### config.mk
export PLATFORM = sky130hd
export DESIGN_NAME = pwm_multi_channel
export DESIGN_NICKNAME = d
export VERILOG_FILES = /design/src/rtl/pwm_multi_channel.sv
export SDC_FILE = /design/constraint.sdc
export NUM_CORES = 1
export LEC_CHECK = 0
export ABC_AREA = 1
export BUFFER_PORTS_ARGS = -buffer_cell sky130_fd_sc_hd__buf_2
export CAP_MARGIN = 5
export CORE_MARGIN = 2
export CORE_UTILIZATION = 45
export DETAILED_ROUTE_END_ITERATION = 10
export PLACE_DENSITY = 0.76
export SLEW_MARGIN = 0
export SYNTH_ARGS = -nofsm -noshare
export SYNTH_HDL_FRONTEND = slang
export SYNTH_SLANG_ARGS = --single-unit
export TNS_END_PERCENT = 10
### constraint.sdc
create_clock -name clk -period 2.35 [get_ports clk]
set_input_delay 0.1175 -clock clk [delete_from_list [all_inputs] [get_ports clk]]
set_output_delay 0.1175 -clock clk [all_outputs]
set_load 0.01 [all_outputs]
### src/rtl/pwm_multi_channel.sv
// Multi-channel PWM generator.
// One shared period counter feeds CHANNELS compare units. Each channel has its
// own duty and polarity. The counter runs edge-aligned (sawtooth) or
// center-aligned (triangle). New settings land in a shadow set and move to the
// active set only at a period boundary, or right away while disabled, so a
// running output never glitches mid-period.
module pwm_multi_channel #(
    parameter int unsigned WIDTH      = 8,
    parameter int unsigned CHANNELS   = 4,
    parameter int unsigned RST_PERIOD = 10,
    parameter int unsigned RST_DUTY   = 6
) (
    input  logic                      clk,
    input  logic                      reset_n,
    input  logic                      enable,
    input  logic                      load,
    input  logic [WIDTH-1:0]          period_in,
    input  logic [CHANNELS*WIDTH-1:0] duty_in,
    input  logic [CHANNELS-1:0]       pol_in,
    input  logic                      center_in,
    output logic [CHANNELS-1:0]       pwm_out,
    output logic                      period_tick,
    output logic                      update_pending
);

    localparam logic [WIDTH-1:0] RstPer  = WIDTH'(RST_PERIOD);
    localparam logic [WIDTH-1:0] RstDuty = WIDTH'(RST_DUTY);

    typedef enum logic {
        DirUp   = 1'b0,
        DirDown = 1'b1
    } dir_e;

    // Active set
    logic [WIDTH-1:0]                per_q, per_d;
    logic [CHANNELS-1:0][WIDTH-1:0]  duty_q, duty_d;
    logic [CHANNELS-1:0]             pol_q, pol_d;
    logic                            center_q, center_d;

    // Shadow set
    logic [WIDTH-1:0]                sh_per_q, sh_per_d;
    logic [CHANNELS-1:0][WIDTH-1:0]  sh_duty_q, sh_duty_d;
    logic [CHANNELS-1:0]             sh_pol_q, sh_pol_d;
    logic                            sh_center_q, sh_center_d;
    logic                            pending_q, pending_d;

    // Counter and registered outputs
    logic [WIDTH-1:0]                cnt_q, cnt_d;
    dir_e                            dir_q, dir_d;
    logic [CHANNELS-1:0]             pwm_q, pwm_d;
    logic                            tick_q, tick_d;

    logic [WIDTH-1:0]                per_m1;
    logic                            per_zero;
    logic                            at_top;
    logic                            boundary;
    logic                            apply;
    logic [CHANNELS-1:0]             raw;

    // Period boundary detection and the decision to commit new settings.
    always_comb begin
        per_m1   = per_q - WIDTH'(1);
        per_zero = (per_q == '0);
        at_top   = (cnt_q == per_m1);
        // With a zero period every cycle counts as a boundary so that a queued
        // update can still take effect; period_tick is masked separately.
        if (per_zero) begin
            boundary = 1'b1;
        end else if (center_q) begin
            boundary = (cnt_q == '0) && (dir_q == DirDown);
        end else begin
            boundary = at_top;
        end
        apply = (pending_q || load) && (!enable || boundary);
    end

    // Shadow capture, active-set commit (with load bypass) and pending flag.
    always_comb begin
        sh_per_d    = sh_per_q;
        sh_duty_d   = sh_duty_q;
        sh_pol_d    = sh_pol_q;
        sh_center_d = sh_center_q;
        per_d       = per_q;
        duty_d      = duty_q;
        pol_d       = pol_q;
        center_d    = center_q;
        pending_d   = pending_q;

        if (load) begin
            sh_per_d    = period_in;
            sh_duty_d   = duty_in;
            sh_pol_d    = pol_in;
            sh_center_d = center_in;
        end

        if (apply) begin
            // A load on the commit cycle wins over the older shadow contents.
            if (load) begin
                per_d    = period_in;
                duty_d   = duty_in;
                pol_d    = pol_in;
                center_d = center_in;
            end else begin
                per_d    = sh_per_q;
                duty_d   = sh_duty_q;
                pol_d    = sh_pol_q;
                center_d = sh_center_q;
            end
            pending_d = 1'b0;
        end else if (load) begin
            pending_d = 1'b1;
        end
    end

    // Next counter value and direction for edge and center alignment.
    always_comb begin
        cnt_d = cnt_q;
        dir_d = dir_q;
        if (!enable || per_zero || boundary) begin
            cnt_d = '0;
            dir_d = DirUp;
        end else if (!center_q) begin
            cnt_d = cnt_q + WIDTH'(1);
        end else if (dir_q == DirUp) begin
            // Dwell one extra cycle at the top while turning around.
            if (at_top) begin
                dir_d = DirDown;
            end else begin
                cnt_d = cnt_q + WIDTH'(1);
            end
        end else begin
            cnt_d = cnt_q - WIDTH'(1);
        end
    end

    // Per-channel compare, polarity and idle level; period tick generation.
    always_comb begin
        for (int i = 0; i < CHANNELS; i++) begin
            raw[i] = !per_zero && (cnt_q < duty_q[i]);
        end
        pwm_d  = enable ? (raw ^ pol_q) : pol_q;
        tick_d = enable && boundary && !per_zero;
    end

    // Counter state register.
    always_ff @(posedge clk or negedge reset_n) begin
        if (!reset_n) begin
            cnt_q <= '0;
            dir_q <= DirUp;
        end else begin
            cnt_q <= cnt_d;
            dir_q <= dir_d;
        end
    end

    // Active and shadow setting registers; reset discards any pending update.
    always_ff @(posedge clk or negedge reset_n) begin
        if (!reset_n) begin
            per_q       <= RstPer;
            duty_q      <= {CHANNELS{RstDuty}};
            pol_q       <= '0;
            center_q    <= 1'b0;
            sh_per_q    <= RstPer;
            sh_duty_q   <= {CHANNELS{RstDuty}};
            sh_pol_q    <= '0;
            sh_center_q <= 1'b0;
            pending_q   <= 1'b0;
        end else begin
            per_q       <= per_d;
            duty_q      <= duty_d;
            pol_q       <= pol_d;
            center_q    <= center_d;
            sh_per_q    <= sh_per_d;
            sh_duty_q   <= sh_duty_d;
            sh_pol_q    <= sh_pol_d;
            sh_center_q <= sh_center_d;
            pending_q   <= pending_d;
        end
    end

    // Registered outputs, one clock behind the counter.
    always_ff @(posedge clk or negedge reset_n) begin
        if (!reset_n) begin
            pwm_q  <= '0;
            tick_q <= 1'b0;
        end else begin
            pwm_q  <= pwm_d;
            tick_q <= tick_d;
        end
    end

    assign pwm_out        = pwm_q;
    assign period_tick    = tick_q;
    assign update_pending = pending_q;

endmodule

==> results.py, run 1 <==
metrics = {
    "outcome": {
        "status": "complete, no violations",
    },
    "yosys": {
        "syn_area_sq_mm": 0.00541,
        "syn-num-nets": 759,
        "yosys_warnings": 0,
        "synth_top_area_share_pct": 39.3,
        "syn_area_per_cell_sq_um": 7.97,
        "netlist_instances": 679,
        "synth_top_cells_by_area": "dfrtp_1, nand2_1, dfstp_2, ha_1, nand3_1",
        "synth.yosys.seq_area_share_pct": 49.0,
        "yosysUniqueCellTypes": 29,
        "synth_ff_type": "dfrtp_1",
        "async_reset_ff_share_pct": 100,
        "synth_seq_cells": 105,
        "synth-edff-count": 0,
        "yosys.area.top_type": "dfrtp_1",
    },
    "clocking": {
        "htree_num_levels": 3,
        "ctsRootBufferMaster": "clkbuf_16",
        "path_clk_slew_ns": 0.07,
        "clockBufferDepth": 2,
        "clk_latency_ns": 0.34,
        "cts_tree": "yes",
        "clock-sinks": 105,
        "numCtsBuffers": 9,
    },
    "layout": {
        "final_layout_size_suffix_gt1_share_pct": 17.5,
        "fin_area_sq_mm": 0.00633,
        "regArea_sq_mm": 0.00265,
        "fin_cells": 905,
        "syn_to_final_growth_pct": 17.0,
        "antenna-diode-count": 0,
        "multi_input_area_sq_mm": 0.00241,
        "fillers": 1117,
        "final_net_count": 833,
    },
    "drt": {
        "postRouteAntennaNets": 0,
        "routed_via_density": 4.96,
        "vias": 4492,
        "route.detailed.drc": 0,
        "drt_wl_total_microns": 11800,
        "wl_per_cell_microns": 13.0,
        "drt_iter0_drc": 188,
        "drt_pass1_iterations": 5,
    },
    "sta": {
        "finalSetupViolCount": 0,
        "final.period_utilization_pct": 95.1,
        "drv_slew": 0,
        "fmax_ghz": 0.447,
        "slew-limit-headroom_pct": 70.5,
        "fin_crit_ns": 2.24,
        "hold_violations": 0,
        "tightest_slew_ns": 0.443,
        "fin_skew_ns": 0.00867,
    },
    "global_routing": {
        "grt_pass1_wl_microns": 20300,
        "grt_util_all_layers_pct": 19.7,
        "gr-total-overflow": 0,
        "grt_max_degree": 75,
        "grt_pass1_vias": 4298,
        "antenna_found_initial": 0,
    },
    "placement": {
        "portBuffers": 54,
        "gp_congestion": 0.875,
        "dp_cells": 877,
        "dpl_cell_area_sq_mm": 0.00592,
        "hpwlAfterDp_microns": 8370,
    },
    "worst_setup_path": {
        "critPathRequiredTime_ns": 2.58,
        "r2r_end": "duty_q[24]",
        "worst_setup_path_end_kind": "flip-flop",
        "r2r_cells": 13,
        "reg2reg_from": "per_q[1]",
        "crit_path_end": "duty_q[24]",
        "worst-r2r-setup-slack_ns": 0.11,
        "cp.arrival_ns": 2.46,
        "critical_path.startpoint": "per_q[1]",
        "worst-path-max-fanout": 8,
        "crit_type": "flip-flop to flip-flop",
        "start_kind": "flip-flop",
    },
    "job": {
        "drv_cap": 0,
    },
    "floorplanning": {
        "num_rows": 40,
        "die_y_microns": 114,
        "start_util_pct": 45.6,
        "die-area_sq_mm": 0.0129,
        "core_sq_mm": 0.0119,
        "ios": 55,
        "die_x_microns": 114,
    },
    "hold_path": {
        "hold_depth": 3,
        "hold_class": "input pin to flip-flop",
    },
    "power_and_ir_drop": {
        "p_leak_nw": 3.45,
        "peakVddDrop_mv": 0.574,
        "power.density_mw_per_mm2": 831,
    },
}
## through the flow
step | util (%) | total power, mW | hold WS (ns) | setup slack [ns] | setup TNS, ns
after floorplan | - | 3.44 | -0.178 | 0.300 | 0
after global placement | 49.9 | 3.85 | 0.0852 | 0.140 | 0
after detailed placement | 49.9 | 3.90 | 0.0954 | 0.0794 | 0
after CTS | 53.0 | 5.29 | 0.000773 | 0.0629 | 0
after global routing | 53.4 | 5.65 | 0.0146 | -0.00304 | -0.00304
final | 53.4 | 5.26 | 0.00989 | 0.114 | 0
## critical path, cell delays in order (launching register included)
cell and delay (ns):
dfstp_2 0.57, inv_1 0.05, ha_2 0.25, or2_2 0.27, nand3_1 0.08, nor2_1 0.04, nand2_1 0.11, nor2_4 0.05
nand3_2 0.11, nand3_4 0.12, buf_4 0.17, buf_4 0.16, nand3_1 0.08, nand2_1 0.06
## logic make-up after synthesis
group	count (synthesis)	share of synthesized area (%)
buffers and inverters	87	6.75
xor gates and xnor gates	4	0.648
and+or+nand+nor	409	32.2
AOI/OAI and AO/OA	43	4.23
DFF	105	49.0
adders and majority gates	31	7.17
## registers in the layout, indices dropped and copies added, names as in the netlist, 4 cells and up
name and cells:
per_q 8, sh_duty_q 32, duty_q 32, pwm_out 4
sh_per_q 8, pol_q 4, cnt_q 8, sh_pol_q 4
## layout make-up
cell class / count / share of cell area, %
multi-input cells: 487 / 38.1
flip-flops and latches: 105 / 41.9
clock inverters: 3 / 0.277
clock buffers: 13 / 3.79
repair buffers: 88 / 9.35
well taps: 147 / 2.91
inverters: 62 / 3.70
## placed cells by master, fill, tap and decap left out, types with 4 or more instances in the layout
cell / instances
dlygate4sd3_1: 11
clkbuf_1: 4
o21ai_0: 9
buf_4: 19
a21oi_1: 28
nand3_2: 12
buf_2: 53
dfstp_2: 20
clkbuf_16: 9
ha_1: 30
nor2_1: 26
inv_1: 59
nand4_1: 10
nand2_1: 293
nand3_1: 59
dfrtp_1: 85
## worst min path at each step
stage / startpoint / endpoint
floorplan: reset_n / center_q
global placement: reset_n / sh_duty_q[20]
detailed placement: reset_n / duty_q[20]
CTS: duty_in[30] / sh_duty_q[30]
global route: period_in[6] / sh_per_q[6]
finish: duty_in[9] / sh_duty_q[9]
## Yosys cell counts (10+ instances only)
cell type	count
nand4_1	10
ha_1	31
inv_1	59
dfrtp_1	85
nor2_1	26
a21oi_1	28
nand2_1	293
dfstp_2	20
nand3_2	12
clkbuf_1	13
nand3_1	60
## layer usage
layer	wire [microns]	global-route usage, %
met3	376	3.35
met4	149	6.67
met5	0	0
met2	5720	32.6
met1	5550	26.4
## repair_timing
action | CTS | global route
endpoints found under the hold margin | 38 | 0
buffers inserted | 0 | 1
hold buffers | 11 | 0
endpoints found under the setup margin | 0 | 46
gates resized for setup | 0 | 7
## report_power, final
group | switching (mW) | total (mW) | internal (mW)
Sequential | 0.214 | 2.39 | 2.18
Combinational | 0.925 | 1.53 | 0.605
Clock | 0.622 | 1.34 | 0.717
Power figures use the tool's default switching activity.
==> run 2, diff against run 1 <==
--- a/config.mk
+++ b/config.mk
@@ -11,7 +11,7 @@
 export CORE_MARGIN = 2
 export CORE_UTILIZATION = 45
 export DETAILED_ROUTE_END_ITERATION = 10
-export PLACE_DENSITY = 0.76
+export PLACE_DENSITY = 0.65
 export SLEW_MARGIN = 0
 export SYNTH_ARGS = -nofsm -noshare
 export SYNTH_HDL_FRONTEND = slang
==> run 2 against run 1 <==
  * Sequential power about the same
  * Die area unchanged
  * Utilization rose by 1.6 points
  * Wire length rose by 6.2%
  * Clock skew down 0.0019 ns
  * Non-clock buffer count grew 13
  * Total power increased by 5.4%
  * Worst setup slack better by 0.054 ns
  * Fmax up 2.5%
  * Critical path depth unchanged
  * Hold slack lost 0.0074 ns
  * Final area increased by 2.9%
  * Highest routed layer unchanged
==> results.py, run 2 (synthesis results as in run 1) <==
metrics = {
    "power_and_ir_drop": {
        "peakVddDrop_mv": 0.513,
        "power.density_mw_per_mm2": 851,
        "p_leak_nw": 3.53,
    },
    "floorplanning": {
        "num_rows": 40,
        "die-area_sq_mm": 0.0129,
        "ios": 55,
        "die_x_microns": 114,
        "start_util_pct": 45.6,
        "core_sq_mm": 0.0119,
        "die_y_microns": 114,
    },
    "clocking": {
        "clk_latency_ns": 0.36,
        "htree_num_levels": 3,
        "numCtsBuffers": 9,
        "path_clk_slew_ns": 0.07,
        "clockBufferDepth": 2,
        "ctsRootBufferMaster": "clkbuf_16",
        "cts_tree": "yes",
        "clock-sinks": 105,
    },
    "global_routing": {
        "grt_pass1_wl_microns": 21700,
        "gr-total-overflow": 0,
        "grt_pass1_vias": 4611,
        "grt_util_all_layers_pct": 21.4,
        "antenna_found_initial": 0,
        "grt_max_degree": 47,
    },
    "worst_setup_path": {
        "cpMostUsedCell": "nand2_1",
        "worst-path-max-fanout": 11,
        "critPathRequiredTime_ns": 2.60,
        "reg2reg_from": "per_q[1]",
        "crit_family": "simple AND/OR/NAND/NOR gates",
        "start_kind": "flip-flop",
        "crit_type": "flip-flop to flip-flop",
        "max_stage_delay_ns": 0.57,
        "cp.arrival_ns": 2.43,
        "critical_path.startpoint": "per_q[1]",
        "crit_buf_inv": 2,
        "worst_setup_path_end_kind": "flip-flop",
        "crit_chain": "inv_1 -> ha_2 -> or2_2 -> nand3_1 -> nor2_1 -> nand2_1 -> nor2_2 -> nand3_1 -> nand3_2 -> nand2_2 -> buf_4 -> nand2_1 -> nand2_1",
        "critPathSlowestCell": "dfstp_2",
    },
    "drt": {
        "route.detailed.drc": 0,
        "wl_per_cell_microns": 13.6,
        "drt_wl_total_microns": 12500,
        "drt_pass1_iterations": 4,
        "postRouteAntennaNets": 0,
        "routed_via_density": 4.94,
        "vias": 4535,
        "drt_iter0_drc": 273,
    },
    "layout": {
        "fin_util_pct": 54.9,
        "final_net_count": 846,
        "mostFrequentLayoutCells": "nand2_1, dfrtp_1, nand3_1",
        "syn_to_final_growth_pct": 20.4,
        "fin_cells": 918,
        "reg_top3": "duty_q x32, sh_duty_q x32",
        "fillers": 1107,
        "final_layout_size_suffix_gt1_share_pct": 17.0,
        "final_common_cell": "nand2_1",
        "antenna-diode-count": 0,
    },
    "outcome": {
        "status": "complete, no violations",
    },
    "sta": {
        "fmax_ghz": 0.458,
        "slew-limit-headroom_pct": 59.3,
        "hold_violations": 0,
        "rsz0062_at_grt": "no",
        "final.period_utilization_pct": 92.9,
        "fin_crit_ns": 2.18,
        "fin_setup_tns_ns": 0,
        "drv_slew": 0,
        "tightest_slew_ns": 0.611,
        "finalSetupViolCount": 0,
        "fin_skew_ns": 0.00679,
    },
    "placement": {
        "hpwlAfterDp_microns": 8850,
        "dp_cells": 874,
        "portBuffers": 54,
        "gp_congestion": 0.864,
    },
    "job": {
        "drv_cap": 0,
    },
    "hold_path": {
        "hold_class": "input pin to flip-flop",
        "min_from": "center_in",
    },
}
-- run 2: changes by cell type in the layout (fill, tap and decap cells not counted), moves of 2 or more --
cell / before / now
dlygate4sd3_1: 11 / 28
buf_6: 3 / 0
buf_4: 19 / 17
bufinv_16: 0 / 2
nor2_2: 0 / 2
-- run 2: worst reg2reg max path, cell delays in order, from the launching register on --
cell and delay, ns:
dfstp_2 0.57, inv_1 0.06, ha_2 0.32, or2_2 0.10, nand3_1 0.07, nor2_1 0.08, nand2_1 0.07, nor2_2 0.14
nand3_1 0.13, nand3_2 0.14, nand2_2 0.10, buf_4 0.19, nand2_1 0.08, nand2_1 0.05
-- run 2: final cells by class --
type	count	area (sq um)	share of cell area [%]
Inverter	62	236	3.63
Clock buffer	12	236	3.63
Multi-Input combinational cell	487	2400	36.8
Sequential cell	105	2650	40.7
Tap cell	147	184	2.82
Timing Repair Buffer	101	733	11.3
Clock inverter	4	76.3	1.17
-- run 2: repair_timing --
| item | in CTS | in global routing |
|---|---|---|
| endpoints found under the hold margin | 62 | 0 |
| hold buffers | 28 | 0 |
| resized for setup | 0 | 4 |
| endpoints found under the setup margin | 0 | 54 |
| buffers inserted | 0 | 0 |
-- run 2: final timing paths --
path                            endpoint  slack (ns)  cells past startpoint
min in group asynchronous  sh_duty_q[19]        0.32                      2
min reg2reg                    duty_q[1]        0.46                      2
max in group asynchronous      duty_q[2]        1.27                      3
min                          sh_center_q       0.002                      3
max                            duty_q[6]        0.17                     13
max reg2reg                    duty_q[6]        0.17                     13
-- run 2: per-layer routing --
metal / vias up / global-route usage (%) / wire length, microns
met5: - / 0 / 0
met3: 15 / 3.13 / 462
li1: 2314 / - / -
met1: 2132 / 27.7 / 5850
met2: 74 / 35.6 / 5990
met4: 0 / 9.84 / 233
-- run 2: report_power, final --
part	total [mW]	switching (mW)	internal [mW]
clock	1.61	0.669	0.941
sequential	2.39	0.216	2.17
combinational	1.54	0.931	0.611
-- run 2: stage by stage --
| step | worst slack [ns] | hold WS (ns) | cell area [sq um] | power [mW] |
|---|---|---|---|---|
| 3_5_place_dp | 0.131 | 0.170 | 5910 | 3.92 |
| 3_3_place_gp | 0.187 | 0.164 | 5910 | 3.84 |
| 4_1_cts | 0.0955 | 0.0000929 | 6510 | 5.58 |
| 2_1_floorplan | 0.300 | -0.178 | 5410 | 3.44 |
| 6_report | 0.168 | 0.00245 | 6520 | 5.54 |
| 5_1_grt | 0.00626 | 0.0138 | 6520 | 5.94 |
==> run 3, diff against run 2 <==
--- a/config.mk
+++ b/config.mk
@@ -11,7 +11,7 @@
 export CORE_MARGIN = 2
 export CORE_UTILIZATION = 45
 export DETAILED_ROUTE_END_ITERATION = 10
-export PLACE_DENSITY = 0.65
+export PLACE_DENSITY = 0.73
 export SLEW_MARGIN = 0
 export SYNTH_ARGS = -nofsm -noshare
 export SYNTH_HDL_FRONTEND = slang
==> run 3 against run 2 <==
  * Count of clock-buffer cells in the layout decreased by 2
  * Wire length up 2.4%
  * Critical endpoint is now duty_q[22]
  * Utilization about the same
  * Register-to-register slack got worse by 0.02 ns
  * Critical path depth stayed put
==> results.py, run 3 (synthesis results as in run 1) <==
metrics = {
    "outcome": {
        "status": "complete, no violations",
    },
    "power_and_ir_drop": {
        "power.total_mw": 5.47,
        "peakVddDrop_mv": 0.435,
        "p_leak_nw": 3.53,
        "power.density_mw_per_mm2": 840,
    },
    "clocking": {
        "cts_tree": "yes",
        "clockBufferDepth": 2,
        "ctsRootBufferMaster": "clkbuf_16",
        "htree_num_levels": 3,
        "numCtsBuffers": 9,
        "clk_latency_ns": 0.36,
        "clock-sinks": 105,
        "path_clk_slew_ns": 0.07,
    },
    "drt": {
        "wl_per_cell_microns": 14.0,
        "routed_via_density": 5.06,
        "postRouteAntennaNets": 0,
        "drt_iter0_drc": 203,
        "drt_pass1_iterations": 5,
        "vias": 4633,
        "drt_wl_total_microns": 12800,
        "route.detailed.drc": 0,
    },
    "layout": {
        "mostFrequentLayoutCells": "nand2_1, dfrtp_1, inv_1, nand3_1, buf_2",
        "reg_top3": "duty_q x32, sh_duty_q x32",
        "final_net_count": 844,
        "antenna-diode-count": 0,
        "fin_cells": 916,
        "final_common_cell": "nand2_1",
        "syn_to_final_growth_pct": 20.4,
        "final_layout_size_suffix_gt1_share_pct": 18.1,
    },
    "hold_path": {
        "hold_class": "input pin to flip-flop",
    },
    "floorplanning": {
        "start_util_pct": 45.6,
        "die_x_microns": 114,
        "die_y_microns": 114,
        "core_sq_mm": 0.0119,
        "num_rows": 40,
        "die-area_sq_mm": 0.0129,
        "ios": 55,
    },
    "placement": {
        "gp_congestion": 0.911,
        "portBuffers": 54,
        "hpwlAfterDp_microns": 8900,
        "dp_cells": 876,
        "dp_slack_ns": 0.131,
    },
    "job": {
        "drv_cap": 0,
    },
    "sta": {
        "fin_skew_ns": 0.00776,
        "drv_slew": 0,
        "fin_setup_tns_ns": 0,
        "hold_violations": 0,
        "whs_ns": 0.00183,
        "fin_crit_ns": 2.21,
        "fmax_ghz": 0.453,
        "final.period_utilization_pct": 93.9,
        "finalSetupViolCount": 0,
        "setup_slack_ns": 0.144,
        "tightest_slew_ns": 0.618,
        "slew-limit-headroom_pct": 58.8,
    },
    "worst_setup_path": {
        "critical_path.startpoint": "per_q[1]",
        "crit_path_end": "duty_q[22]",
        "start_kind": "flip-flop",
        "crit_type": "flip-flop to flip-flop",
        "r2r_end": "duty_q[22]",
        "worst-r2r-setup-slack_ns": 0.14,
        "r2r_cells": 13,
        "cp.arrival_ns": 2.46,
        "critPathRequiredTime_ns": 2.60,
        "reg2reg_from": "per_q[1]",
        "worst_setup_path_end_kind": "flip-flop",
        "worst-path-max-fanout": 9,
    },
    "global_routing": {
        "grt_max_degree": 49,
        "grt_pass1_wl_microns": 21700,
        "antenna_found_initial": 0,
        "grt_pass1_vias": 4791,
        "grt_util_all_layers_pct": 21.1,
        "gr-total-overflow": 0,
    },
}
[run 3: how the worst min path moves through the flow]
stage / from / to / slack [ns] / cells past startpoint
floorplan: reset_n / center_q / -0.18 / 0
global placement: reset_n / sh_duty_q[11] / 0.16 / 1
detailed placement: reset_n / sh_duty_q[11] / 0.17 / 1
CTS: duty_in[8] / sh_duty_q[8] / 0.002 / 3
global route: period_in[2] / sh_per_q[2] / 0.02 / 3
finish: duty_in[8] / sh_duty_q[8] / 0.002 / 3
[run 3: stage by stage]
stage | instance area [sq um] | utilization, %
2_1_floorplan | 5410 | -
3_3_place_gp | 5900 | 49.8
3_5_place_dp | 5900 | 49.8
4_1_cts | 6390 | 53.9
5_1_grt | 6510 | 54.9
6_report | 6510 | 54.9
[run 3: final cells by class]
| cell class | instances | area (sq um) |
|---|---|---|
| Timing Repair Buffer | 99 | 731 |
| Sequential cell | 105 | 2650 |
| Clock buffer | 10 | 239 |
| Inverter | 62 | 234 |
| Clock inverter | 6 | 50.0 |
| Fill cell | 1043 | 5350 |
| Multi-Input combinational cell | 487 | 2420 |
| Tap cell | 147 | 184 |
[run 3: timing repair]
item                                    CTS  global route
buffers inserted                          0             1
endpoints found under the setup margin    0            53
resized for setup                         0            10
hold buffers                             20             0
endpoints found under the hold margin    57             0
[run 3: worst max-delay path, cell delays in order (launching register included)]
cell       delay (ns)
dfstp_2          0.54
inv_1            0.04
ha_2             0.31
or2_2            0.10
nand3_1          0.06
nor2_1           0.08
nand2_1          0.07
nor2_2           0.17
nand3_2          0.13
nand3_4          0.17
nand2_8          0.10
clkbuf_16        0.19
nand2_1          0.08
nand2_1          0.05
[run 3: routing by layer]
| metal | routed length, microns | global-route usage, % | up-vias |
|---|---|---|---|
| li1 | - | - | 2321 |
| met4 | 315 | 9.92 | 0 |
| met3 | 588 | 3.08 | 25 |
| met1 | 5550 | 25.8 | 2175 |
| met2 | 6380 | 36.8 | 112 |
| met5 | 0 | 0 | - |
[run 3: where the power goes]
| group | switching [mW] | internal, mW |
|---|---|---|
| sequential | 0.223 | 2.17 |
| clock | 0.700 | 0.761 |
| combinational | 0.962 | 0.647 |
